`config.mk`:
```
export PLATFORM = sky130hd
export DESIGN_NAME = u_dly_coarse_prog
export DESIGN_NICKNAME = d
export VERILOG_FILES = /design/src/rtl/u_dly_coarse_prog_pkg.sv /design/src/rtl/u_dly_tap_mux.sv /design/src/rtl/u_dly_coarse_prog.sv
export SDC_FILE = /design/constraint.sdc
export NUM_CORES = 1
export LEC_CHECK = 0
export CAP_MARGIN = 20
export CORE_MARGIN = 5
export CORE_UTILIZATION = 54
export DETAILED_ROUTE_END_ITERATION = 7
export GPL_ROUTABILITY_DRIVEN = 0
export PLACE_DENSITY_LB_ADDON = 0.05
export SKIP_CTS_REPAIR_TIMING = 1
export SYNTH_ARGS = -nofsm -noshare
export SYNTH_HDL_FRONTEND = slang
export SYNTH_SLANG_ARGS = --single-unit
```
`constraint.sdc`:
```
create_clock -name i_clk -period 2.96 [get_ports i_clk]
set_input_delay 0.592 -clock i_clk [delete_from_list [all_inputs] [get_ports i_clk]]
set_output_delay 0.592 -clock i_clk [all_outputs]
set_load 0.005 [all_outputs]
```
`src/rtl/u_dly_coarse_prog_pkg.sv`:
```
// Shared defaults and helpers for the programmable coarse delay line.
// Provides the default data width, depth and reset select for the delay line.
// Also provides the helper that sizes the select field for a given depth.
package u_dly_coarse_prog_pkg;

  localparam int DLY_DW_DEF      = 1;
  localparam int DLY_DEPTH_DEF   = 8;
  localparam int DLY_DEF_SEL_DEF = 0;

  // Select must encode 0..depth inclusive.
  function automatic int dly_sel_w(input int depth);
    return $clog2(depth + 1);
  endfunction

endpackage

```
`src/rtl/u_dly_tap_mux.sv`:
```
// One-level (DEPTH+1):1 tap selector for the coarse delay line.
// Ports: i_sel picks the source (0 = i_in, k = tap k), i_in is the live sample,
//        i_taps holds taps 1..DEPTH packed LSB-first, and o_out is the selected sample.
module u_dly_tap_mux #(
  parameter int DW    = 1,
  parameter int DEPTH = 8,
  parameter int SW    = 4
) (
  input  logic [SW-1:0]       i_sel,
  input  logic [DW-1:0]       i_in,
  input  logic [DEPTH*DW-1:0] i_taps,
  output logic [DW-1:0]       o_out
);

  // Select 0 is a zero-latency pass of the live input. The select is
  // clamped upstream, so codes above DEPTH do not occur.
  always_comb begin
    o_out = i_in;
    for (int k = 1; k <= DEPTH; k++) begin
      if (i_sel == SW'(k)) o_out = i_taps[(k-1)*DW +: DW];
    end
  end

endmodule

```
`src/rtl/u_dly_coarse_prog.sv`:
```
// Programmable coarse delay line with a delay of 0..DEPTH enabled clock steps.
// Ports: i_in/i_en shift the samples, i_flush clears the history, i_sel/i_sel_load load the
//        delay, o_out/o_vld carry the delayed sample, and o_sel_cur/o_sel_err report the select.
module u_dly_coarse_prog
  import u_dly_coarse_prog_pkg::*;
#(
  parameter int DW      = DLY_DW_DEF,
  parameter int DEPTH   = DLY_DEPTH_DEF,
  parameter int SW      = dly_sel_w(DEPTH),
  parameter int DEF_SEL = DLY_DEF_SEL_DEF
) (
  input  logic          i_clk,
  input  logic          i_rstn,
  input  logic [DW-1:0] i_in,
  input  logic          i_en,
  input  logic          i_flush,
  input  logic [SW-1:0] i_sel,
  input  logic          i_sel_load,
  output logic [DW-1:0] o_out,
  output logic          o_vld,
  output logic [SW-1:0] o_sel_cur,
  output logic          o_sel_err
);

  localparam logic [SW-1:0] DEP_S = SW'(DEPTH);

  // sr_q[k] is tap k+1: the sample seen k+1 enabled edges ago.
  logic [DW-1:0]       sr_q   [DEPTH];
  logic [DW-1:0]       sr_d   [DEPTH];
  logic [SW-1:0]       fill_q, fill_d;
  logic [SW-1:0]       sel_q,  sel_d;
  logic                err_q,  err_d;
  logic [DEPTH*DW-1:0] taps_flat;

  always_comb begin
    sr_d   = sr_q;
    fill_d = fill_q;
    sel_d  = sel_q;
    err_d  = 1'b0;

    // Flush wins over shift. The sample on i_in at a flush edge is dropped.
    if (i_flush) begin
      for (int k = 0; k < DEPTH; k++) sr_d[k] = '0;
      fill_d = '0;
    end else if (i_en) begin
      sr_d[0] = i_in;
      for (int k = 1; k < DEPTH; k++) sr_d[k] = sr_q[k-1];
      if (fill_q < DEP_S) fill_d = fill_q + SW'(1);
    end

    // A load is independent of the shift and flush paths, so it never disturbs the history.
    if (i_sel_load) begin
      if (i_sel > DEP_S) begin
        sel_d = DEP_S;
        err_d = 1'b1;
      end else begin
        sel_d = i_sel;
      end
    end
  end

  always_ff @(posedge i_clk or negedge i_rstn) begin
    if (!i_rstn) begin
      for (int k = 0; k < DEPTH; k++) sr_q[k] <= '0;
      fill_q <= '0;
      sel_q  <= SW'(DEF_SEL);
      err_q  <= 1'b0;
    end else begin
      sr_q   <= sr_d;
      fill_q <= fill_d;
      sel_q  <= sel_d;
      err_q  <= err_d;
    end
  end

  always_comb begin
    taps_flat = '0;
    for (int k = 0; k < DEPTH; k++) taps_flat[k*DW +: DW] = sr_q[k];
  end

  u_dly_tap_mux #(
    .DW    (DW),
    .DEPTH (DEPTH),
    .SW    (SW)
  ) u_mux (
    .i_sel  (sel_q),
    .i_in   (i_in),
    .i_taps (taps_flat),
    .o_out  (o_out)
  );

  assign o_vld     = (fill_q >= sel_q);
  assign o_sel_cur = sel_q;
  assign o_sel_err = err_q;

endmodule

```
==> Word-level counts from Yosys, hierarchy flattened <==
Cells that the tools add are included.
{ "word_totals": {"reg_bits": 17, "wordCells": 42, "output_inout_bits": 7} }
{ "classes": {"n_lt_le_gt_ge": 3, "addsub": 1, "n_reduce_logical": 3, "eq_ne": 8, "mux": 16} }
{ "op_table": {"columns": ["operator", "count"], "rows": [
  ["$eq 4x3->1 const B", 4],
  ["$mux 4", 4],
  ["$mux 8", 2],
  ["$mux 1", 10],
  ["$eq 4x2->1 const B", 2],
  ["$add 4x1->4 const B", 1],
  ["$eq 4x1->1 const B", 1],
  ["$eq 4x4->1 const B", 1],
  ["$ge 4x4->1", 1],
  ["$gt 4x4->1 const B", 1],
  ["$lt 4x4->1 const B", 1],
  ["$reduce_bool 2->1", 2],
  ["$reduce_and 2->1", 1]
]} }

==> Logic depth before layout (Yosys ltp) <==
Gate-level depths: netlist of the first run.
{ "logic_depth": {"depth_word": 9, "mapped_depth": 6, "depth_no_buf": 6} }

==> Cells and area by module <==
From an unflattened synthesis of the first run, not the netlist that was laid out.
{ "hier_totals": {"hier_cells": 85, "area_unflattened_um2": 927.1} }
{ "modules_own_cells": {"columns": ["mod", "area_per_inst_um2", "seq_area_each_um2", "cells_per_inst", "n_inst"], "rows": [
  ["u_dly_coarse_prog", 813.3, 425.4, 71, 1],
  ["u_dly_tap_mux", 113.9, 0.0, 14, 1]
]} }

==> Worst setup path before layout of the first run <==
OpenSTA, ideal clock, no wires.
{ "synth_timing": {"kind": "flip-flop to output port", "start": "reg sel_q[0], in the netlist o_sel_cur[0]", "end": "out o_vld", "path_stages_with_launch": 6, "arrival_time_ns": 1.357, "setup_slack_ns": 1.011, "required_time_ns": 2.368, "path_cell_list": "dfrtp_1 -> ha_1 -> nand2b_1 -> a21o_1 -> a21o_1 -> a21o_1"} }
{ "synth_via": {"elab_chain_cells": 1} }
{ "synth_lines": {"columns": ["item", "line", "rtl"], "rows": [
  ["start, declared", "u_dly_coarse_prog.sv:31", "logic [SW-1:0] sel_q, sel_d;"],
  ["start signal, assigned", "u_dly_coarse_prog.sv:66", "sel_q <= SW'(DEF_SEL);"],
  ["start signal, assigned", "u_dly_coarse_prog.sv:71", "sel_q <= sel_d;"],
  ["$ge 4x4->1", "u_dly_coarse_prog.sv:92", "assign o_vld = (fill_q >= sel_q);"],
  ["end, declared", "u_dly_coarse_prog.sv:20", "output logic o_vld,"]
]} }
No other way between the ends.

==> Worst setup path after layout of the first run <==
Same ends and word-level chain as after synthesis.

==> out/metrics.cfg, run 1 <==
[critical_path]
path_buf_inv=1
cp_common_cell=a21o_1
slowest_delay_ns=0.50
crit_path_end_kind=output port
cp_top_family=compound AO/OA/AOI/OAI gates
crit_chain=ha_1 > nand2b_1 > a21o_1 > a21o_1 > a21o_1 > clkdlybuf4s50_1
r2r-start=fill_q[3]$_DFFE_PN0P_
start_kind=flop
critPathRequiredTime_ns=2.37
worstRegToRegCells=4
r2r_end=fill_q[2]$_DFFE_PN0P_
slowest_stage=dfrtp_1
crit_type=flop to output port
cp_max_fo=8
r2r_setup_slack_ns=1.90
crit_arrival_ns=2.20

[detailed_routing]
drc_errors=0
via_per_inst=5.63
vias=681
totalWireLength_mm=1.83
ant_nets=0
drtIter0Drc=0
firstDrtPassIters=1
wl_per_cell_um=15.1

[clock_tree]
cts-root-buf=clkbuf_4
htreeDepth=1
cts.clk_slew.worst_paths_ns=0.09
numCtsBuffers=3
cts_tree=done
clk_latency_ns=0.29
cts_max_path_buffers=2
cts_sinks=17

[worst_hold_path]
hp-class=flop to flop
worstHoldPathCells=2
hold_path_startpoint=sr_q[0]$_DFFE_PN0P_
min_to=sr_q[0]$_DFFE_PN0P_

[synth]
synth_top_cell_area_share_pct=47.0
synth_seq_area_share_pct=47.0
avgSynthCellArea_um2=10.5
async_flop_share_pct=100
ys_top_cells_by_area=dfrtp_1 (47%), mux2i_1 (11%), ha_1 (6.9%), nor2_1 (6.2%), nor3b_2 (2.8%)
synth_edf_count=0
synth_top_cell_by_area=dfrtp_1
yosys-top-cells-count=dfrtp_1 (17), nor2_1 (15), mux2i_1 (10), ha_1 (5)
synthesis.instances=86
ys_warn_count=0
synth_most_common_cell=dfrtp_1
syn-cell-area_um2=905
postSynthRegisterBits=17
synth.net_count=101
synth-main-ff-cell=dfrtp_1
synth_cell_types=28

[global_route]
gr-total-overflow=0
grt_max_degree=18
grt_pass1_vias=683
antenna_found_initial=0
grt_pass1_wl_mm=3.09
grtUsageTotal_pct=15.7

[finish]
utilization_pct=71.8
layout.nets=121
antenna_cells=0
syn_to_final_growth_pct=22.4
multi_input_area_um2=449
n_fill_cell=119
seq_area_um2=425
drive_gt1_share_pct=8.57

[floorplanning]
die_w_um=50.9
rows=14
start_util_pct=58.7
ios=17
core-area_um2=1540
die_h_um=50.9
die_area_um2=2590

[flow_run]
maxCapViolCount=0

[power_and_ir_drop]
p_per_area_nw_per_um2=435
p_leak_nw=0.528
switching_power_mw=0.128
peakVddDrop_uv=369
swShare_pct=26.5
p_int_mw=0.354
p_seq_share_pct=53.2
comb_power_share_pct=21.1
clkPwrFrac_pct=25.7

[run_status]
status=complete, no violations

[sta]
worst_pin_slew_ns=0.765
rsz0062_at_grt=no
fin_tns_setup_ns=0
layout_min_cycle_time_ns=2.79
finalSetupViolCount=0
slew_viol_final=0
hold_slack_ns=0.569
fin_crit_sh_pct=94.3
clock.fmax_mhz=358
fin_skew_ns=0.000692
slew-limit-headroom_pct=48.8
hold_viol=0

[place]
hpwl_mm=1.43
io_buffers=16

-- worst min-delay path, stage by stage (launching register included) --
cell     delay, ns
dfrtp_1       0.36
mux2i_1       0.07
nor2_1        0.10
-- layer usage --
layer  global-route usage [%]  part of all wire, %  up-vias
li1                         -                    -      344
met1                     20.4                   46      318
met2                     24.2                   48       15
met3                     5.23                  4.8        4
met4                     5.96                  1.7        0
met5                        0                    0        -
-- cell families after synthesis --
group / after synthesis / synth area share, %
DFF: 17 / 47.0
and+or+nand+nor: 29 / 17.3
xor gates and xnor gates: 2 / 1.94
muxes: 10 / 11.1
adders and majority gates: 5 / 6.92
buffers and inverters: 7 / 3.32
AOI/OAI and AO/OA: 16 / 12.4
-- flip-flops by register name, indices dropped and copies added (netlist names) --
name	flops
fill_q	4
sr_q	8
o_sel_cur	4
o_sel_err	1
-- stage by stage --
step                area, µm²  std cells  total power, mW  setup WS [ns]
floorplan                 905         86            0.311           1.01
global placement         1080        117            0.360          0.247
detailed placement       1080        117            0.364          0.198
CTS                      1110        121            0.488          0.161
global route             1110        121            0.514         0.0749
finish                   1110        121            0.482          0.168
-- cells in the final DEF, fill, tap and decap left out, drive strengths merged --
cell type / instances
nor2: 15
a21oi: 2
a2bb2oi: 1
ha: 5
nor3: 1
buf: 1
nand2b: 2
clkbuf: 4
nor3b: 3
a21o: 3
nand3b: 3
a31oi: 1
and2b: 1
clkdlybuf4s50: 16
dfrtp: 17
o32ai: 1
a41oi: 1
nand3: 2
mux2i: 10
inv: 5
o21bai: 1
xnor2: 1
o21ai: 5
o311ai: 1
nand2: 2
xor2: 1
-- layout make-up --
cell class | count | share of cell area [%]
flip-flops and latches | 17 | 38.4
clock buffers | 4 | 2.37
well taps | 16 | 1.81
multi-input cells | 62 | 40.6
repair buffers | 17 | 15.1
inverters | 5 | 1.69
-- power by group through the flow --
stage / clock network (mW) / registers, mW / logic (mW)
finish: 0.124 / 0.257 / 0.102
global route: 0.142 / 0.259 / 0.113
CTS: 0.128 / 0.257 / 0.103
detailed placement: 0 / 0.261 / 0.103
global placement: 0 / 0.260 / 0.0996
floorplan: 0 / 0.258 / 0.0529
-- worst max path at each step --
stage	from	end	slack [ns]	cells after the start
after floorplan	o_sel_cur[0]$_DFFE_PN0P_	o_vld	1.01	5
after global placement	i_in	o_out	0.25	6
after detailed placement	i_in	o_out	0.20	6
after CTS	o_sel_cur[0]$_DFFE_PN0P_	o_vld	0.16	6
after global routing	o_sel_cur[0]$_DFFE_PN0P_	o_vld	0.07	6
final	o_sel_cur[0]$_DFFE_PN0P_	o_vld	0.17	6
Power figures use the tool's default switching activity.
==> inputs of run 2 (changes only) <==
ABC_CLOCK_PERIOD_IN_PS = 2960   (was unset)
REMOVE_ABC_BUFFERS = 1   (was unset)
==> run 2 against run 1 <==
  * Global-route usage shrank 1.4 points
  * Fmax about the same
  * Hold slack got worse by 0.032 ns
  * Worst setup slack got worse by 0.0014 ns
  * Wire length fell by 11%
  * Critical path type unchanged
==> out/metrics.cfg, run 2 (same netlist as run 1, synthesis figures left out) <==
[critical_path]
slowest_stage=dfrtp_1  ; unchanged
cp_max_fo=8  ; unchanged
critPathRequiredTime_ns=2.37  ; about the same
crit_arrival_ns=2.20  ; about the same
crit_type=flop to output port  ; unchanged
start_kind=flop  ; unchanged
path_buf_inv=1  ; unchanged
cp_common_cell=a21o_1  ; unchanged
r2r-start=fill_q[0]$_DFFE_PN0P_  ; was fill_q[3]$_DFFE_PN0P_
cp_top_family=compound AO/OA/AOI/OAI gates  ; unchanged
crit_chain=ha_1 > nand2b_1 > a21o_1 > a21o_1 > a21o_1 > clkdlybuf4s50_1  ; unchanged
crit_path_end_kind=output port  ; unchanged
cp-startpoint=o_sel_cur[0]$_DFFE_PN0P_  ; unchanged
slowest_delay_ns=0.49  ; was 0.50 ns

[detailed_routing]
firstDrtPassIters=4  ; was 1
drc_errors=0  ; unchanged
totalWireLength_mm=1.63  ; was 1.83 mm
drtIter0Drc=14  ; was 0
wl_per_cell_um=13.5  ; was 15.1 µm
vias=668  ; was 681
via_per_inst=5.52  ; was 5.63
ant_nets=0  ; unchanged

[clock_tree]
cts.clk_slew.worst_paths_ns=0.10  ; was 0.09 ns
cts_sinks=17  ; unchanged
clk_latency_ns=0.29  ; about the same
htreeDepth=1  ; unchanged
numCtsBuffers=3  ; unchanged
cts_tree=done  ; unchanged
cts-root-buf=clkbuf_4  ; unchanged
cts_max_path_buffers=2  ; unchanged

[power_and_ir_drop]
peakVddDrop_uv=295  ; was 369 µV
total_power_mw=0.478  ; was 0.482 mW
p_per_area_nw_per_um2=432  ; was 435 nW/µm²
p_leak_nw=0.528  ; unchanged

[global_route]
grtUsageTotal_pct=14.3  ; was 15.7%
gr-total-overflow=0  ; unchanged
grt_max_degree=18  ; unchanged
antenna_found_initial=0  ; unchanged
grt_pass1_vias=621  ; was 683
grt_pass1_wl_mm=2.76  ; was 3.09 mm

[floorplanning]
core-area_um2=1540  ; unchanged
start_util_pct=58.7  ; unchanged
die_h_um=50.9  ; unchanged
die_area_um2=2590  ; unchanged
rows=14  ; unchanged
ios=17  ; unchanged
die_w_um=50.9  ; unchanged

[sta]
rsz0062_at_grt=no  ; unchanged
fin_tns_setup_ns=0  ; unchanged
clock.fmax_mhz=358  ; about the same
worst_pin_slew_ns=0.746  ; was 0.765 ns
fin_crit_sh_pct=94.4  ; was 94.3%
fin_skew_ns=0.00819  ; was 0.000692 ns
finalSetupViolCount=0  ; unchanged
slew-limit-headroom_pct=50.1  ; was 48.8%
slew_viol_final=0  ; unchanged
hold_viol=0  ; unchanged
layout_min_cycle_time_ns=2.79  ; about the same
hold_slack_ns=0.537  ; was 0.569 ns

[finish]
seq_area_um2=425  ; unchanged
multi_input_area_um2=449  ; unchanged
antenna_cells=0  ; unchanged
layout_common_cells=dfrtp_1 (17), clkdlybuf4s50_1 (16), nor2_1 (15), mux2i_1 (10), ha_1 (5)  ; unchanged
n_fill_cell=124  ; was 119
final_common_cell=dfrtp_1  ; unchanged
regMostFlops=sr_q  ; unchanged
layout.nets=121  ; unchanged
syn_to_final_growth_pct=22.4  ; unchanged
drive_gt1_share_pct=8.57  ; unchanged
utilization_pct=71.8  ; unchanged
largest_reg_flops=8  ; unchanged

[worst_hold_path]
hp-class=flop to flop  ; unchanged
hold_path_startpoint=fill_q[3]$_DFFE_PN0P_  ; was sr_q[0]$_DFFE_PN0P_

[place]
hpwl_mm=1.29  ; was 1.43 mm
io_buffers=16  ; unchanged

[run_status]
status=complete, no violations  ; unchanged

[flow_run]
maxCapViolCount=0  ; unchanged

-- run 2: cell counts in the layout (fill, tap and decap cells not counted) --
Identical to the previous run, type by type.
-- run 2: layer usage --
layer	wire length, µm	track usage [%]	part of all wire (%)	vias up
met5	0	0	0	-
met2	759	21.5	47	17
li1	-	-	-	340
met4	38	7.66	2.3	0
met3	96	3.78	5.9	5
met1	738	18.7	45	306
-- run 2: where the power goes --
| group | switching (mW) | internal (mW) | total (mW) |
|---|---|---|---|
| sequential | 0.0140 | 0.242 | 0.256 |
| clock | 0.0697 | 0.0524 | 0.122 |
| combinational | 0.0408 | 0.0599 | 0.101 |
-- run 2: layout make-up --
cell class | instances | share of cell area, %
Inverter | 5 | 1.69
Sequential cell | 17 | 38.4
Timing Repair Buffer | 17 | 15.1
Multi-Input combinational cell | 62 | 40.6
Clock buffer | 4 | 2.37
Tap cell | 16 | 1.81
-- run 2: worst min-delay path, cell delays in order, from the launching register on --
cell	delay (ns)
dfrtp_1	0.37
a41oi_1	0.05
nor2_1	0.08
-- run 2: final timing paths --
kind | endpoint | slack (ns) | cells past startpoint
min reg2reg | fill_q[3]$_DFFE_PN0P_ | 0.54 | 2
max reg2reg | fill_q[1]$_DFFE_PN0P_ | 1.94 | 3
min | fill_q[3]$_DFFE_PN0P_ | 0.54 | 2
min in group asynchronous | o_sel_cur[2]$_DFFE_PN0P_ | 0.73 | 1
max in group asynchronous | fill_q[3]$_DFFE_PN0P_ | 1.75 | 1
max | o_vld | 0.17 | 6
-- run 2: metrics by stage --
stage / instances / area (µm²) / worst slack, ns
6_report: 121 / 1110 / 0.166
5_1_grt: 121 / 1110 / 0.0469
4_1_cts: 121 / 1110 / 0.144
3_5_place_dp: 117 / 1080 / 0.213
3_3_place_gp: 117 / 1080 / 0.241
2_1_floorplan: 84 / 893 / 1.01
